$ cat src/rtl/cache_pkg.sv
// Shared cache geometry and refill FSM encoding used by the miss-handling path.
package cache_pkg;
  localparam int ADDR_W         = 32;
  localparam int WORD_W         = 32;
  localparam int WORDS_PER_LINE = 4;
  localparam int LINE_W         = WORD_W * WORDS_PER_LINE;
  localparam int CNT_W          = 16;
  localparam int OFFSET_LSB     = 2;
  localparam int INDEX_LSB      = 4;
  localparam int TAG_LSB        = 7;

  typedef enum logic [1:0] {
    IDLE  = 2'd0,
    FETCH = 2'd1,
    DONE  = 2'd2
  } refill_state_e;
endpackage

$ cat src/rtl/cache_refill_ctrl_if.sv
// Pipeline request, memory read port and cache fill signals of the refill controller.
interface cache_refill_ctrl_if #(
  parameter int ADDR_W         = cache_pkg::ADDR_W,
  parameter int WORD_W         = cache_pkg::WORD_W,
  parameter int WORDS_PER_LINE = cache_pkg::WORDS_PER_LINE,
  parameter int CNT_W          = cache_pkg::CNT_W
);
  localparam int LINE_W = WORD_W * WORDS_PER_LINE;

  logic              req_valid;
  logic [ADDR_W-1:0] req_addr;
  logic              hit;
  logic              stall;
  logic              mem_rd_req;
  logic [ADDR_W-1:0] mem_addr;
  logic              mem_ack;
  logic [WORD_W-1:0] mem_rdata;
  logic [LINE_W-1:0] data_line;
  logic [ADDR_W-1:0] fill_addr;
  logic              line_valid;
  logic [CNT_W-1:0]  refill_count;

  modport master (
    output req_valid, req_addr, hit, mem_ack, mem_rdata,
    input  stall, mem_rd_req, mem_addr, data_line, fill_addr, line_valid, refill_count
  );

  modport slave (
    input  req_valid, req_addr, hit, mem_ack, mem_rdata,
    output stall, mem_rd_req, mem_addr, data_line, fill_addr, line_valid, refill_count
  );
endinterface

$ cat src/rtl/cache_refill_ctrl_line_assembler.sv
// Word index counter plus line register; each acked word is inserted at the current index.
module line_assembler #(
  parameter int WORD_W         = 32,
  parameter int WORDS_PER_LINE = 4,
  localparam int IDX_W         = (WORDS_PER_LINE > 1) ? $clog2(WORDS_PER_LINE) : 1
) (
  input  logic                                   clk,
  input  logic                                   rst,
  input  logic                                   clr,
  input  logic                                   wr,
  input  logic [WORD_W-1:0]                      wdata,
  output logic [WORDS_PER_LINE-1:0][WORD_W-1:0]  line,
  output logic                                   last
);
  logic [IDX_W-1:0] idx;

  assign last = (idx == IDX_W'(WORDS_PER_LINE - 1));

  // Old words stay in place until overwritten so the last line remains readable.
  always_ff @(posedge clk or posedge rst) begin
    if (rst) begin
      idx  <= '0;
      line <= '0;
    end else begin
      if (wr) begin
        line[idx] <= wdata;
        idx       <= idx + 1'b1;
      end
      if (clr) idx <= '0;
    end
  end
endmodule

$ cat src/rtl/cache_refill_ctrl.sv
// Cache miss handler: stalls the pipeline, fetches the missing line word by word, strobes it out.
module cache_refill_ctrl #(
  parameter int ADDR_W         = cache_pkg::ADDR_W,
  parameter int WORD_W         = cache_pkg::WORD_W,
  parameter int WORDS_PER_LINE = cache_pkg::WORDS_PER_LINE,
  parameter int CNT_W          = cache_pkg::CNT_W
) (
  input logic                clk,
  input logic                rst,
  cache_refill_ctrl_if.slave bus
);
  import cache_pkg::*;

  localparam int WORD_BYTES = WORD_W / 8;
  localparam int LINE_LSB   = $clog2(WORDS_PER_LINE * WORD_BYTES);
  localparam logic [ADDR_W-1:0] LINE_MASK = ~ADDR_W'((64'd1 << LINE_LSB) - 64'd1);

  refill_state_e                        state;
  logic                                 miss, clr, wr, last;
  logic                                 mem_rd_req_q, line_valid_q;
  logic [ADDR_W-1:0]                    mem_addr_q, fill_addr_q;
  logic [CNT_W-1:0]                     cnt_q;
  logic [WORDS_PER_LINE-1:0][WORD_W-1:0] line;

  assign miss = bus.req_valid & ~bus.hit;
  assign clr  = (state == IDLE) & miss;
  assign wr   = (state == FETCH) & bus.mem_ack;

  // The first miss cycle must already be stalled, so stall cannot wait for the FSM.
  assign bus.stall        = (state != IDLE) | miss;
  assign bus.mem_rd_req   = mem_rd_req_q;
  assign bus.mem_addr     = mem_addr_q;
  assign bus.fill_addr    = fill_addr_q;
  assign bus.line_valid   = line_valid_q;
  assign bus.refill_count = cnt_q;
  assign bus.data_line    = line;

  line_assembler #(
    .WORD_W         (WORD_W),
    .WORDS_PER_LINE (WORDS_PER_LINE)
  ) u_asm (
    .clk   (clk),
    .rst   (rst),
    .clr   (clr),
    .wr    (wr),
    .wdata (bus.mem_rdata),
    .line  (line),
    .last  (last)
  );

  always_ff @(posedge clk or posedge rst) begin
    if (rst) begin
      state        <= IDLE;
      mem_rd_req_q <= 1'b0;
      mem_addr_q   <= '0;
      fill_addr_q  <= '0;
      line_valid_q <= 1'b0;
      cnt_q        <= '0;
    end else begin
      line_valid_q <= 1'b0;
      case (state)
        IDLE: begin
          if (miss) begin
            fill_addr_q  <= bus.req_addr & LINE_MASK;
            mem_addr_q   <= bus.req_addr & LINE_MASK;
            mem_rd_req_q <= 1'b1;
            state        <= FETCH;
          end
        end
        FETCH: begin
          if (bus.mem_ack) begin
            if (last) begin
              mem_rd_req_q <= 1'b0;
              line_valid_q <= 1'b1;
              state        <= DONE;
            end else begin
              mem_addr_q <= mem_addr_q + ADDR_W'(WORD_BYTES);
            end
          end
        end
        DONE: begin
          cnt_q <= cnt_q + 1'b1;
          state <= IDLE;
        end
        default: state <= IDLE;
      endcase
    end
  end
endmodule
$ cat src/flat_wrapper.sv
// flat-port wrapper written by rule: the top's interface ports become plain ports
module cache_refill_ctrl_flat import cache_pkg::*;
#(
  parameter int ADDR_W         = cache_pkg::ADDR_W,
  parameter int WORD_W         = cache_pkg::WORD_W,
  parameter int WORDS_PER_LINE = cache_pkg::WORDS_PER_LINE,
  parameter int CNT_W          = cache_pkg::CNT_W
)
  (clk, rst, bus_req_valid, bus_req_addr, bus_hit, bus_mem_ack, bus_mem_rdata, bus_stall, bus_mem_rd_req, bus_mem_addr, bus_data_line, bus_fill_addr, bus_line_valid, bus_refill_count);
  cache_refill_ctrl_if #(.ADDR_W(ADDR_W), .WORD_W(WORD_W), .WORDS_PER_LINE(WORDS_PER_LINE), .CNT_W(CNT_W)) bus_i ();
  input logic clk;
  input logic rst;
  input wire logic [$bits(bus_i.req_valid)-1:0] bus_req_valid;
  input wire logic [$bits(bus_i.req_addr)-1:0] bus_req_addr;
  input wire logic [$bits(bus_i.hit)-1:0] bus_hit;
  input wire logic [$bits(bus_i.mem_ack)-1:0] bus_mem_ack;
  input wire logic [$bits(bus_i.mem_rdata)-1:0] bus_mem_rdata;
  output wire logic [$bits(bus_i.stall)-1:0] bus_stall;
  output wire logic [$bits(bus_i.mem_rd_req)-1:0] bus_mem_rd_req;
  output wire logic [$bits(bus_i.mem_addr)-1:0] bus_mem_addr;
  output wire logic [$bits(bus_i.data_line)-1:0] bus_data_line;
  output wire logic [$bits(bus_i.fill_addr)-1:0] bus_fill_addr;
  output wire logic [$bits(bus_i.line_valid)-1:0] bus_line_valid;
  output wire logic [$bits(bus_i.refill_count)-1:0] bus_refill_count;
  assign bus_i.req_valid = bus_req_valid;
  assign bus_i.req_addr = bus_req_addr;
  assign bus_i.hit = bus_hit;
  assign bus_i.mem_ack = bus_mem_ack;
  assign bus_i.mem_rdata = bus_mem_rdata;
  assign bus_stall = bus_i.stall;
  assign bus_mem_rd_req = bus_i.mem_rd_req;
  assign bus_mem_addr = bus_i.mem_addr;
  assign bus_data_line = bus_i.data_line;
  assign bus_fill_addr = bus_i.fill_addr;
  assign bus_line_valid = bus_i.line_valid;
  assign bus_refill_count = bus_i.refill_count;
  cache_refill_ctrl #(.ADDR_W(ADDR_W), .WORD_W(WORD_W), .WORDS_PER_LINE(WORDS_PER_LINE), .CNT_W(CNT_W)) u_core (.clk(clk), .rst(rst), .bus(bus_i));
endmodule
$ cat config.mk
export PLATFORM = sky130hd
export DESIGN_NAME = cache_refill_ctrl_flat
export DESIGN_NICKNAME = d
export VERILOG_FILES = /design/src/rtl/cache_pkg.sv /design/src/rtl/cache_refill_ctrl_if.sv /design/src/rtl/cache_refill_ctrl_line_assembler.sv /design/src/rtl/cache_refill_ctrl.sv /design/src/flat_wrapper.sv
export SDC_FILE = /design/constraint.sdc
export NUM_CORES = 1
export LEC_CHECK = 0
export BUFFER_PORTS_ARGS = -buffer_cell sky130_fd_sc_hd__buf_2
export CORE_MARGIN = 3
export CORE_UTILIZATION = 56
export CTS_BUF_LIST = sky130_fd_sc_hd__clkbuf_4 sky130_fd_sc_hd__clkbuf_8
export DETAILED_ROUTE_END_ITERATION = 10
export HOLD_SLACK_MARGIN = 0.08
export PLACE_DENSITY = 0.87
export SYNTH_ARGS = -nofsm -noshare
export SYNTH_HDL_FRONTEND = slang
export SYNTH_SLANG_ARGS = --single-unit
$ cat constraint.sdc
create_clock -name clk -period 9.4 [get_ports clk]
set_input_delay 0.94 -clock clk [delete_from_list [all_inputs] [get_ports clk]]
set_output_delay 0.94 -clock clk [all_outputs]
set_load 0.01 [all_outputs]
==> flow_summary.toml <==
[routing]
firstDrtPassIters = 7
antenna_left = 0
num_vias = 6603
wl_per_cell_um = 18.6
drtIter0Drc = 512
totalWireLength_mm = 22.1
drc = 0
vias_per_cell = 5.57

[cts]
cts-root-buf = "clkbuf_8"
hold_buffers = 0
cts-resized-gates = 0
post_cts_buffers = 0
clkSinkCount = 208
htreeDepth = 2
cts.clk_slew.worst_paths_ns = 0.05
clk_path_buf_depth = 3
cts_tree = "built"
clock_latency_ns = 0.50
numCtsBuffers = 35

[sta]
fin_ws_ns = 6.94
fin_tns_setup_ns = 0
drv_slew = 0
hold_viol_final = 0
relSlewSlack = 0.314
period_needed_ns = 2.46
rsz0062_at_grt = "false"
setup_violations = 0
min_period_over_period = 0.262
fmax_mhz = 406
finalClockSkew_ns = 0.0199
worst_pin_slew_ns = 1.03

[placed_design]
io_buffers = 269
dp_slack_ns = 6.59
dpl.hpwl_mm = 15.1
gp_congestion = 0.831

[global_routing]
grt_first_pass_wirelength_mm = 34.1
grt_max_degree = 126
grt_use_total = 0.254
grt_overflow_total = 0
antenna_found_initial = 1
first_global_vias = 6587

[layout]
layout-drive-gt1-share = 0.473
regArea_um2 = 5200
area_growth_pct = 25.1
layout.nets = 1056
multiInputGateArea_um2 = 3240
nFillCells = 1023

[die]
die_x_um = 130
num_io_pins = 280
initial_core_util = 0.583
die_area_um2 = 16900
die_h_um = 130
num_rows = 44
coreArea_um2 = 14800

[run_status]
status = "finished clean"

[pwr]
p_sw_w = 0.00141
vdd_ir_drop_max_uv = 221
power.internal_w = 0.00242
leakagePower_nw = 5.44
pwr-share-comb = 0.384
p_seq_frac = 0.416
switching_share = 0.368
p_clk_frac = 0.201
power_density_nw_per_um2 = 355

[yosys]
ys_seq_area_frac = 0.603
syn_inst = 699
postSynthAreaPerCell_um2 = 12.4
ys.flop_type = "dfrtp_1"
synth.cell_area_um2 = 8630
synth_edf_count = 0
synth_warnings = 0
ys_ff_latch = 208
synth_cell_types = 54
async_flop_share = 1.00

[setup_path]
worst-path-max-fanout = 3
cp-end-kind = "output port"
required_ns = 8.46
startpoint_type = "input port"
critical_path_class = "input port to output port"
critPathArrivalTime_ns = 1.52

[hold_path]
hp-class = "flop to flop"

[job]
maxCapViolCount = 0
## critical path: stages
cell     delay, ns
buf_2         0.11
inv_1         0.04
o21ai_0       0.25
buf_2         0.19
## state kept, by name, indices dropped and copies added (netlist names)
register	count
u_core.state	2
u_core.bus.line_valid	1
u_core.bus.mem_rd_req	1
u_core.u_asm.line	128
u_core.u_asm.idx	2
u_core.bus.fill_addr	28
u_core.bus.refill_count	16
u_core.bus.mem_addr	30
## per-layer routing
layer	part of all wire	wire length (um)	global-route usage
met3	0.093	2050	0.0765
met2	0.48	10700	0.421
met1	0.39	8680	0.312
met5	0	0	0
met4	0.031	676	0.104
## cells by family after synthesis
kind of cell               count (synthesis)  share of synthesized area
buffers and inverters                     45                     0.0248
other                                      1                   0.000434
muxes                                    129                      0.168
AOI/OAI and AO/OA                         78                     0.0581
DFF                                      208                      0.603
and+or+nand+nor                          216                      0.121
adders and majority gates                  6                    0.00870
xor gates and xnor gates                  16                     0.0162
## layout make-up
| cell class | instances | share of cell area |
|---|---|---|
| antenna | 1 | 0.000232 |
| clock buffer | 52 | 0.0593 |
| timing repair buffer | 278 | 0.131 |
| inverter | 7 | 0.00313 |
| sequential | 208 | 0.482 |
| tap | 184 | 0.0213 |
| clock inverter | 4 | 0.00255 |
| multi-input combinational | 451 | 0.300 |
## per-stage QoR
stage	std cells	area [um^2]	power (W)	hold WS, ns	util
final	1185	10800	0.00383	0.464	0.729
after global routing	1185	10800	0.00407	0.495	0.729
after CTS	1184	10800	0.00387	0.467	0.729
after detailed placement	1128	10100	0.00307	0.456	0.684
after global placement	1128	10100	0.00300	0.452	0.684
after floorplan	704	8650	0.00243	0.504	-
## worst paths after layout
path                                                         start                                      end  slack, ns  cells past startpoint
max in group asynchronous                                      rst         u_core.u_asm.line[5]$_DFFE_PP0P_       7.20                      3
min reg2reg                u_core.bus.refill_count[15]$_DFFE_PP0N_  u_core.bus.refill_count[15]$_DFFE_PP0N_       0.46                      1
min in group asynchronous                                      rst     u_core.bus.fill_addr[18]$_DFFE_PP0P_       0.62                      2
max                                                  bus_req_valid                                bus_stall       6.94                      4
max reg2reg                            u_core.state[1]$_DFFE_PP0P_       u_core.u_asm.line[107]$_DFFE_PP0P_       7.07                      4
min                        u_core.bus.refill_count[15]$_DFFE_PP0N_  u_core.bus.refill_count[15]$_DFFE_PP0N_       0.46                      1
## cells in the mapped netlist, types with 6 or more instances
library cell	count	area, um^2
mux2_2	124	1400
o21ai_0	13	65.1
dfrtp_1	208	5200
nand3_1	22	110
xor2_1	6	52.6
buf_2	13	65.1
clkbuf_1	16	60.1
o22ai_1	9	56.3
ha_1	6	75.1
inv_1	6	22.5
nand4_1	9	56.3
a21oi_1	23	115
xnor2_1	10	87.6
nor2_1	24	90.1
nand2_1	120	450
buf_4	7	52.6
o311ai_1	6	52.6
## cell usage in the layout, fill, tap and decap left out, drive strengths merged, types with 3 or more instances in the layout
cell type	instances
buf	278
o22ai	9
dfrtp	208
clkbuf	52
and4	5
xnor2	10
nand4	9
or2	4
a31oi	4
a2bb2oi	5
xor2	6
nor4	7
clkinvlp	3
o311ai	8
o211ai	4
inv	7
a21oi	23
and3	4
ha	6
nand2	122
nand2b	3
conb	6
o21ai	15
nor2	24
nor3	4
nand3	24
mux2	129
## power by group through the flow
stage               Combinational, W  Clock (W)  Sequential (W)
CTS                          0.00149   0.000789         0.00159
detailed placement           0.00148          0         0.00159
floorplan                   0.000674          0         0.00175
global placement             0.00143          0         0.00157
global route                 0.00160   0.000826         0.00165
finish                       0.00147   0.000770         0.00159
No activity file was read; power rests on OpenSTA's default activity.
